--- config.mk ---
export PLATFORM = sky130hd
export DESIGN_NAME = snake_dir_ctrl
export DESIGN_NICKNAME = d
export VERILOG_FILES = /design/src/rtl/snake_dir_ctrl.sv
export SDC_FILE = /design/constraint.sdc
export NUM_CORES = 1
export LEC_CHECK = 0
export BUFFER_PORTS_ARGS = -buffer_cell sky130_fd_sc_hd__buf_2
export CAP_MARGIN = 0
export CORE_AREA = 2 2 153 155
export CTS_BUF_LIST = sky130_fd_sc_hd__clkbuf_4 sky130_fd_sc_hd__clkbuf_8
export CTS_CLUSTER_SIZE = 28
export DETAILED_ROUTE_END_ITERATION = 16
export DIE_AREA = 0 0 155 157
export RECOVER_POWER = 50
export SYNTH_ARGS = -nofsm -noshare
export SYNTH_HDL_FRONTEND = slang
export SYNTH_SLANG_ARGS = --single-unit
--- constraint.sdc ---
create_clock -name Clk -period 27 [get_ports Clk]
set_input_delay 2.7 -clock Clk [delete_from_list [all_inputs] [get_ports Clk]]
set_output_delay 2.7 -clock Clk [all_outputs]
set_load 0.005 [all_outputs]
--- src/rtl/snake_dir_ctrl.sv ---
// rtl/snake_dir_ctrl.sv - direction turn queue and move-tick generator for the snake datapath
//
// Turns debounced button pulses into a legal direction stream and produces the
// move tick. The move period shrinks as the snake grows.
//
// Ports:
//   Clk          system clock
//   Reset        synchronous, active-high reset
//   q_Run        game running; low holds the counter at 0 and flushes the queue
//   BtnU_Pulse   single-cycle press, up    (highest priority)
//   BtnD_Pulse   single-cycle press, down
//   BtnL_Pulse   single-cycle press, left
//   BtnR_Pulse   single-cycle press, right (lowest priority)
//   Length       current snake length
//   In_Dirn      committed direction: 00 UP, 01 DOWN, 10 LEFT, 11 RIGHT
//   SCEN         1-cycle strobe, In_Dirn valid for the coming move
//   Speed_Clk    1-cycle move tick, always one cycle after SCEN
//   Queue_Count  number of pending turns, 0..2
module snake_dir_ctrl #(
    parameter int BASE_PERIOD = 25000000,
    parameter int STEP        = 250000,
    parameter int MIN_PERIOD  = 5000000,
    parameter int CNT_W       = 25
) (
    input  logic       Clk,
    input  logic       Reset,
    input  logic       q_Run,
    input  logic       BtnU_Pulse,
    input  logic       BtnD_Pulse,
    input  logic       BtnL_Pulse,
    input  logic       BtnR_Pulse,
    input  logic [7:0] Length,
    output logic [1:0] In_Dirn,
    output logic       SCEN,
    output logic       Speed_Clk,
    output logic [1:0] Queue_Count
);

    localparam int WW = CNT_W + 8;
    localparam logic [CNT_W-1:0] ONE = CNT_W'(1);
    localparam logic [CNT_W-1:0] TWO = CNT_W'(2);

    logic [WW-1:0]    eff_len;
    logic [WW-1:0]    dec;
    logic [CNT_W-1:0] p_calc;
    logic [CNT_W-1:0] period_q;
    logic [CNT_W-1:0] cnt_q;
    logic [CNT_W-1:0] cnt_nxt;
    logic [CNT_W-1:0] p_nxt;
    logic             scen_set;
    logic             spd_set;

    logic [1:0] q0_q, q1_q;        // q0 is the head (oldest), q1 the second entry
    logic [1:0] q0_nxt, q1_nxt;
    logic [1:0] cnt_qd_nxt;
    logic [1:0] dir_nxt;
    logic [1:0] cand;
    logic       cand_v;
    logic [1:0] ref_dir;
    logic       accept;

    // Period from length. The comparison is done before subtracting so a long
    // snake can never wrap the unsigned result.
    always_comb begin
        eff_len = (Length < 8'd3) ? WW'(3) : WW'(Length);
        dec     = (eff_len - WW'(3)) * WW'(STEP);
        if (dec + WW'(MIN_PERIOD) > WW'(BASE_PERIOD))
            p_calc = CNT_W'(MIN_PERIOD);
        else
            p_calc = CNT_W'(WW'(BASE_PERIOD) - dec);
    end

    // Strobes are decided from the counter value of the next cycle so that they
    // are registered yet coincide with the matching counter value. A new period
    // is picked up whenever the counter enters 0, so it governs that whole
    // interval, including the first strobe.
    always_comb begin
        cnt_nxt = '0;
        if (q_Run && (cnt_q != period_q - ONE))
            cnt_nxt = cnt_q + ONE;
        p_nxt    = (cnt_nxt == '0) ? p_calc : period_q;
        scen_set = q_Run && (cnt_nxt == p_nxt - TWO);
        spd_set  = q_Run && (cnt_nxt == p_nxt - ONE);
    end

    // Turn queue: pop first, then judge the press against the post-pop state.
    always_comb begin
        dir_nxt    = In_Dirn;
        q0_nxt     = q0_q;
        q1_nxt     = q1_q;
        cnt_qd_nxt = Queue_Count;
        cand       = 2'b00;
        cand_v     = 1'b1;
        ref_dir    = 2'b00;
        accept     = 1'b0;

        if (scen_set && (Queue_Count != 2'd0)) begin
            dir_nxt    = q0_q;
            q0_nxt     = q1_q;
            cnt_qd_nxt = Queue_Count - 2'd1;
        end

        if (BtnU_Pulse)      cand = 2'b00;
        else if (BtnD_Pulse) cand = 2'b01;
        else if (BtnL_Pulse) cand = 2'b10;
        else if (BtnR_Pulse) cand = 2'b11;
        else                 cand_v = 1'b0;

        // Reference is the youngest pending turn, else the committed direction.
        if (cnt_qd_nxt == 2'd2)      ref_dir = q1_nxt;
        else if (cnt_qd_nxt == 2'd1) ref_dir = q0_nxt;
        else                         ref_dir = dir_nxt;

        // Same axis (bit1 equal) means either a duplicate or a reversal.
        accept = q_Run && cand_v && (cand[1] != ref_dir[1]) && (cnt_qd_nxt != 2'd2);

        if (accept) begin
            if (cnt_qd_nxt == 2'd0) q0_nxt = cand;
            else                    q1_nxt = cand;
            cnt_qd_nxt = cnt_qd_nxt + 2'd1;
        end

        if (!q_Run)
            cnt_qd_nxt = 2'd0;
    end

    always_ff @(posedge Clk) begin
        if (Reset) begin
            cnt_q       <= '0;
            period_q    <= CNT_W'(BASE_PERIOD);
            SCEN        <= 1'b0;
            Speed_Clk   <= 1'b0;
            In_Dirn     <= 2'b00;
            q0_q        <= 2'b00;
            q1_q        <= 2'b00;
            Queue_Count <= 2'd0;
        end else begin
            cnt_q <= cnt_nxt;
            if (cnt_nxt == '0)
                period_q <= p_calc;
            SCEN        <= scen_set;
            Speed_Clk   <= spd_set;
            In_Dirn     <= dir_nxt;
            q0_q        <= q0_nxt;
            q1_q        <= q1_nxt;
            Queue_Count <= cnt_qd_nxt;
        end
    end

endmodule

After elaboration in Yosys (flattened, before gate mapping). Index checks and enable logic that the tools add are counted.

Flip-flop bits (word level): 60. Logic and storage cells: 61. Input bits: 15.

Add/subtract/negate cells: 9. Eq/ne operators: 7. $lt $le $gt $ge: 2. Multiplexer cells: 20. Bitwise gates (word level): 2. Reductions and logical operators: 12. Multiply operators: 1.

Operators with widths (count): 25-bit 2-to-1 mux (3); 25-bit == test (2); 25-bit by 1-bit subtractor with 25-bit output (second input constant) (2); 33-bit by 23-bit adder with 33-bit output (second input constant) (1); 33-bit by 25-bit greater-than comparator with 1-bit output (second input constant) (1); 33-bit by 14-bit multiplier with 29-bit output (second input constant) (1); 25-bit by 1-bit adder with 25-bit output (second input constant) (1); 25-bit zero test (1); 25-bit inequality test (1); 25-bit by 2-bit subtractor with 25-bit output (second input constant) (1); 25-bit subtractor (first input constant) (1); 2-bit 2-to-1 mux (12); 8-bit by 2-bit subtractor with 9-bit output (second input constant) (1); 8-bit by 2-bit < comparator with 1-bit output (second input constant) (1); 8-bit 2-to-1 mux (1); 1-bit logical AND (7); 1-bit 2-to-1 mux (4); 2-bit by 1-bit adder with 2-bit output (second input constant) (1); 2-bit by 1-bit == test with 1-bit output (second input constant) (1); 2-bit == test (second input constant) (1); 2-bit zero test (1); 2-bit inequality test (second input constant) (1); 1-bit inverter (2); 2-bit AND reduction (1); 4 further kinds (4).

Depth between registers and ports, before layout. Gate-level depths: netlist (run 1).

Depth after elaboration: 20. Depth in mapped cells: 49.

Least setup slack after synthesis (run 1). Ideal clock, no wire load.

Path type: input to register. From: input Length[2]. To: register q1_q[0]. Arrival time: 13719 ps. Stages on the path: 45. Library setup time: 123 ps. Data required time: 26877 ps. Setup slack: 13158 ps. Cells stage by stage: clkbuf_1 > nor3_1 > a21o_1 > ha_1 > nor2_1 > nand2_1 > clkbuf_1 > inv_1 > ha_1 > inv_1 > fa_1 > inv_1 > fa_1 > fa_1 > ha_1 > inv_1 > fa_1 > inv_1 > (+9 left out) > or3_1 > nor4_2 > buf_4 > a31oi_2 > or4b_4 > nor3_1 > a21boi_1 > nor4_1 > and3_1 > buf_6 > mux2_2 > inv_1 > ha_1 > nand2b_1 > nor4_1 > inv_1 > o31a_1 > mux2_1.

Longest elaborated chain between the ends: 20. Elaborated cells between the ends (all ways): 27.

RTL lines: start, declared (RTL line 32) `input logic [7:0] Length,`; 8-bit by 2-bit < comparator with 1-bit output (RTL line 65) `eff_len = (Length < 8'd3) ? WW'(3) : WW'(Length);`; 8-bit 2-to-1 mux (*) (RTL line 65); 8-bit by 2-bit subtractor with 9-bit output (*) (RTL line 66) `dec = (eff_len - WW'(3)) * WW'(STEP);`; 33-bit by 14-bit multiplier with 29-bit output (*) (RTL line 66); 33-bit by 23-bit adder with 33-bit output (RTL line 67) `if (dec + WW'(MIN_PERIOD) > WW'(BASE_PERIOD))`; 33-bit by 25-bit greater-than comparator with 1-bit output (RTL line 67); 25-bit 2-to-1 mux (*) (RTL line 67); 25-bit 2-to-1 mux (*); (+3 left out); 1-bit logical AND (*) (RTL line 97) `if (scen_set && (Queue_Count != 2'd0)) begin`; 2-bit 2-to-1 mux (RTL line 97); 2-bit by 1-bit == test with 1-bit output (RTL line 111) `else if (cnt_qd_nxt == 2'd1) ref_dir = q0_nxt;`; 2-bit 2-to-1 mux (RTL line 111); 2-bit 2-to-1 mux (RTL line 110) `if (cnt_qd_nxt == 2'd2) ref_dir = q1_nxt;`; 1-bit inequality test (RTL line 115) `accept = q_Run && cand_v && (cand[1] != ref_dir[1]) && (cnt_qd_nxt != 2'd2);`; 1-bit logical AND (2 in series) (RTL line 115); 2-bit AND reduction (no source line) (*); end signal, assigned (RTL line 145) `q1_q <= q1_nxt;`; end, declared (RTL line 53) `logic [1:0] q0_q, q1_q;`.

Mark *: on every way between the ends. The rest lies on a longest branch, timed or not. A chain may end at the register's enable or synchronous reset.

Final worst setup path (run 1).
From: input Length[6]. To: register q1_q[0].

Same word-level chain as after synthesis.

==> results.toml, run 1 <==
[floorplan]
core-area_um2 = 22500
dieArea_um2 = 24300
die_w_um = 155
num_rows = 55
initial_core_util_pct = 46.4
ios = 21
die_h_um = 157

[finish]
finalNonFillerCells = 1675
n_antenna_cell = 0
fillCellCount = 2316
final_util_pct = 48.1
fin_nets = 1518
area_growth_pct = 3.66
drive_gt1_share_pct = 7.05

[sta]
setup_viol = 0
max-slew-margin-rel_pct = -23.6
setup_tns_ps = 0
post-route-period-util_pct = 56.8
fmax_ghz = 0.0653
fin_skew_ps = 9.07
hold_viol_final = 0
drv_slew = 73
rsz0062_at_grt = "false"
finalCriticalPeriod_ps = 15320
worstMarginPinSlew_ps = 1850

[status]
failed_checks = "capacitance limit, slew limit"
status = "finished with violations"

[worst_setup_path]
worstSetupEndpointType = "register"
cp_data_required_time_ps = 27260
slowest_delay_ps = 590
critPathLaunchType = "primary input"
crit_type = "in2reg"
r2r_start = "period_q[0]"
cpMostUsedCell = "inv_1"
startpoint = "Length[6]"
slowest_stage = "xnor2_1"
worstPathMaxFanout = 20
cp.arrival_ps = 15580

[clock_tree]
root_buffer = "clkbuf_8"
clk_pin_slew_ps = 70
clock_latency_ps = 370
cts_sinks = 60
cts_buffers = 9
cts_resized = 0
htree_levels = 3
holdBufCountCts = 0
cts_tree = "yes"
cts_setup_buffers = 0
cts_max_path_buffers = 2

[synthesis]
post_synth.cell_area_avg_um2 = 7.35
synth_top_cell_by_area = "dfxtp_1"
synth_area_um2 = 10400
synth_edf_count = 0
synth_ff_type = "dfxtp_1"
async_flop_share_pct = 0
synth_cell_types = 92
yosysSeqAreaShare_pct = 11.5
synth-seq-cells = 60
synth_top_cell_area_share_pct = 11.5
syn-num-nets = 1554
ys.warnings.count = 0
syn-instance-count = 1421
netlist_top_cells_area = "dfxtp_1, ha_1, xnor2_1"

[route]
drc_errors = 0
viasPerCell = 6.09
routed_wl_um = 30900
wire_per_inst_um = 18.4
drtIter0Drc = 776
num_vias = 10200
drtPass1Iterations = 5
antenna_left = 0

[global_routing]
grt_max_degree = 37
overflow = 0
antenna_found_initial = 0
first_global_vias = 9695
grt_usage_pct = 25.9
grt_pass1_wl_um = 50700

[place]
post-place-cells = 1659
dp.final_hpwl_um = 24800
gp_congestion = 0.973
port_buffers = 20

[flow_run]
maxCapViolations = 2

[min_path]
hold_path_class = "reg2reg"
-- cells in the mapped netlist, types with 18 or more instances --
master    instances
nor2_1          157
nor2b_1          18
xor2_1           45
a21o_1           19
xnor2_1          94
o21ai_0          61
inv_1           106
dfxtp_1          60
nand4_1          26
nor3_1           60
or2_2            22
nand2_1         100
nand2b_1         19
clkbuf_1         55
a211oi_1         19
nor4_1           26
ha_1             80
nand3_1          41
fa_1             38
a21oi_1          67
-- state kept, by name (all words and copies together) (netlist names), named ones only --
signal,count
In_Dirn,1
SCEN,1
q0_q,2
Speed_Clk,1
q1_q,2
cnt_q,25
Queue_Count,2
period_q,25
-- routing by layer --
metal	vias to the layer above	GRT usage [%]	routed length, µm
met5	-	0	0
met4	0	9.66	1020
met3	59	2.20	1240
met2	263	45.1	14800
met1	4855	33.5	13800
li1	5029	-	-
-- kinds of logic after synthesis --
group,Yosys count,synth area share [%]
buffers and inverters,180,6.71
and+or+nand+nor,566,28.6
adders and majority gates,118,16.9
AOI/OAI and AO/OA,333,22.1
DFF,60,11.5
muxes,24,2.42
xor gates and xnor gates,140,11.8
-- worst paths after layout --
path,endpoint,slack [ps],cells past startpoint
setup / recovery,q1_q[0],11680,43
hold / removal,register,520,2
setup reg to reg,q1_q[0],17650,30
hold reg to reg,register,520,2
-- per-stage QoR --
step	hold slack, ps	instance area, µm²	setup slack (ps)
finish	519	10800	11680
global route	571	10800	10500
CTS	517	10900	11690
detailed placement	494	10700	11350
global placement	490	10700	11660
floorplan	463	10400	13160
-- critical path, delay by kind of cell --
family,cells,cell delay [ps]
adder cells (fa/ha/maj),8,3260
XOR/XNOR,5,1720
AND/OR/NAND/NOR,14,4070
multiplexers,2,580
buffers and inverters,8,1070
AO/OA/AOI/OAI,6,2150
-- layout by cell type (no fill, tap or decap), types with 7 or more instances in the layout --
master      n
nor3_1     60
o31a_1      9
buf_2      16
xor2_1     45
nor3b_1     9
a211oi_1   19
nor2b_1    17
o21ai_1    12
a21o_1     19
and4_1      8
clkbuf_8   10
or4_1       7
mux2i_1    14
mux2_2      8
o21ai_0    61
nand2_1   100
dfxtp_1    60
a21boi_0    9
or3_1      17
xnor2_1    94
o31ai_1     8
o211ai_1   13
fa_1       38
and3_1     13
or2_2      21
inv_1     106
a22oi_1     9
nor2_1    157
nor4_1     26
nand4_1    26
and2_1     10
o21a_1      9
nand2b_1   19
nand3_1    41
ha_1       80
a21oi_1    67
a31oi_1    16
-- area by class of cell --
cell class	instances	area [µm²]	share of cell area [%]
Clock buffer	12	153	1.41
Clock inverter	4	48.8	0.451
Inverter	106	398	3.68
Multi-Input combinational cell	1181	8520	78.8
Sequential cell	60	1200	11.1
Tap cell	285	357	3.30
Timing Repair Buffer	27	140	1.30
Power of run 1 is left out: the tool's default activity adds up to more than one toggle a clock period on the data nets, which glitch-free logic cannot reach.
==> run 2, diff against run 1 <==
- clock period: 27 -> 15.18 ns (I/O delays scaled with it)
==> run 2 against run 1 <==
Effect of this change:
- the run still ends with capacitance limit, slew limit left
- wire length rose by 0.98%
- via count fell by 0.37%
- die area did not move
- count of clock-buffer cells in the layout did not move
- critical path depth rose by 1
- first-iteration DRC count fell by 22%
- sequential share of layout area fell by 0.084 points
- non-clock buffer count rose by 9
- final cell count rose by 0.54%
- worst hold slack got worse by 16 ps
- flip-flop and latch count did not move
- register-to-register slack got worse by 12000 ps
- largest cell class unchanged
- highest routed layer is now met5
==> results.toml, run 2 (synthesis gave the netlist of run 1 again) <==
[finish]
drive_gt1_share_pct = 7.58
n_antenna_cell = 0
area_growth_pct = 4.45
top_regs = "cnt_q x25, period_q x25"
final_util_pct = 48.5
layout_commonest_cell = "nor2_1"
layout_common_cells = "nor2_1, inv_1, nand2_1"
fillCellCount = 2327
fin_nets = 1527
stdcell_area_um2 = 10900

[worst_setup_path]
slowest_stage = "or4b_4"
cp_data_required_time_ps = 15440
crit_type = "in2reg"
slowest_delay_ps = 580
worstPathMaxFanout = 11
critPathBufInv = 10
cpMostUsedCell = "inv_1"
r2r_start = "period_q[1]"
startpoint = "Length[6]"
cp.arrival_ps = 14200
rrSetupSlack_ps = 5420
critPathLaunchType = "primary input"
cp_top_family = "simple AND/OR/NAND/NOR gates"
worstSetupEndpointType = "register"

[clock_tree]
cts_max_path_buffers = 2
cts_tree = "yes"
cts_buffers = 9
htree_levels = 3
clock_latency_ps = 370
root_buffer = "clkbuf_8"
holdBufCountCts = 0
clk_pin_slew_ps = 80
cts_sinks = 60
cts_resized = 0

[sta]
post-route-period-util_pct = 91.8
max-slew-margin-rel_pct = -20.7
fin_skew_ps = 12.9
finalCriticalPeriod_ps = 13930
layout_setup_ws_ps = 1250
worstMarginPinSlew_ps = 1810
setup_tns_ps = 0
rsz0062_at_grt = "false"
setup_viol = 0
hold_viol_final = 0
drv_slew = 72
fmax_ghz = 0.0718

[floorplan]
num_rows = 55
die_w_um = 155
initial_core_util_pct = 46.4
ios = 21
core-area_um2 = 22500
dieArea_um2 = 24300
die_h_um = 157

[place]
place_area_um2 = 10700
port_buffers = 20
gp_congestion = 0.943
dp.final_hpwl_um = 25200
preCtsSetupSlack_ps = 771

[global_routing]
grt_pass1_wl_um = 51500
first_global_vias = 9851
grt_max_degree = 37
antenna_found_initial = 1
grt_usage_pct = 26.3
overflow = 0

[min_path]
hold_path_class = "reg2reg"

[status]
failed_checks = "capacitance limit, slew limit"
status = "finished with violations"

[route]
viasPerCell = 6.04
antenna_left = 0
drc_errors = 0
drtIter0Drc = 604
wire_per_inst_um = 18.5
num_vias = 10200
routed_wl_um = 31200
drtPass1Iterations = 6

[flow_run]
maxCapViolations = 2
run 2: cell count changes in the layout (fill, tap and decap cells not counted), sizes merged:
| cell | previous run | this run |
|---|---|---|
| clkinvlp | 0 | 1 |
| clkinv | 3 | 2 |
| buf | 21 | 30 |
run 2: worst paths after layout:
kind | end | depth (start not counted)
setup / recovery | q1_q[0] | 44
hold reg to reg | register | 2
setup reg to reg | q1_q[0] | 30
hold / removal | register | 2
run 2: cell type report:
cell class / instances / area [µm²] / area share, %
Clock buffer: 12 / 159 / 1.46
Clock inverter: 4 / 47.5 / 0.436
Inverter: 106 / 398 / 3.65
Multi-Input combinational cell: 1181 / 8520 / 78.1
Sequential cell: 60 / 1200 / 11.0
Tap cell: 285 / 357 / 3.27
Timing Repair Buffer: 36 / 220 / 2.02
run 2: repair_timing:
item / 4_1_cts / 5_1_grt
setup buffers: 0 / 2
endpoints found under the setup margin: 0 / 2
hold endpoints to repair: 0 / 0
run 2: per-stage QoR:
| step | std cells | hold slack, ps |
|---|---|---|
| after detailed placement | 1666 | 490 |
| final | 1684 | 503 |
| after global placement | 1666 | 492 |
| after CTS | 1682 | 508 |
| after floorplan | 1421 | 463 |
| after global routing | 1684 | 557 |
run 2: worst reg2reg max path: cells and delay by family (launching register included):
family	cells	cell delay, ps
compound gates	8	1670
fa+ha+maj	3	880
buf+inv	4	1700
flops	1	410
mux	2	580
simple gates	13	4380
run 2: metal layers:
metal | share of wire [%] | track usage [%]
met1 | 44 | 32.9
met3 | 4.0 | 2.67
met4 | 2.5 | 8.33
met5 | 0.042 | 0
met2 | 49 | 47.4
Power of run 2 is left out for the same reason.
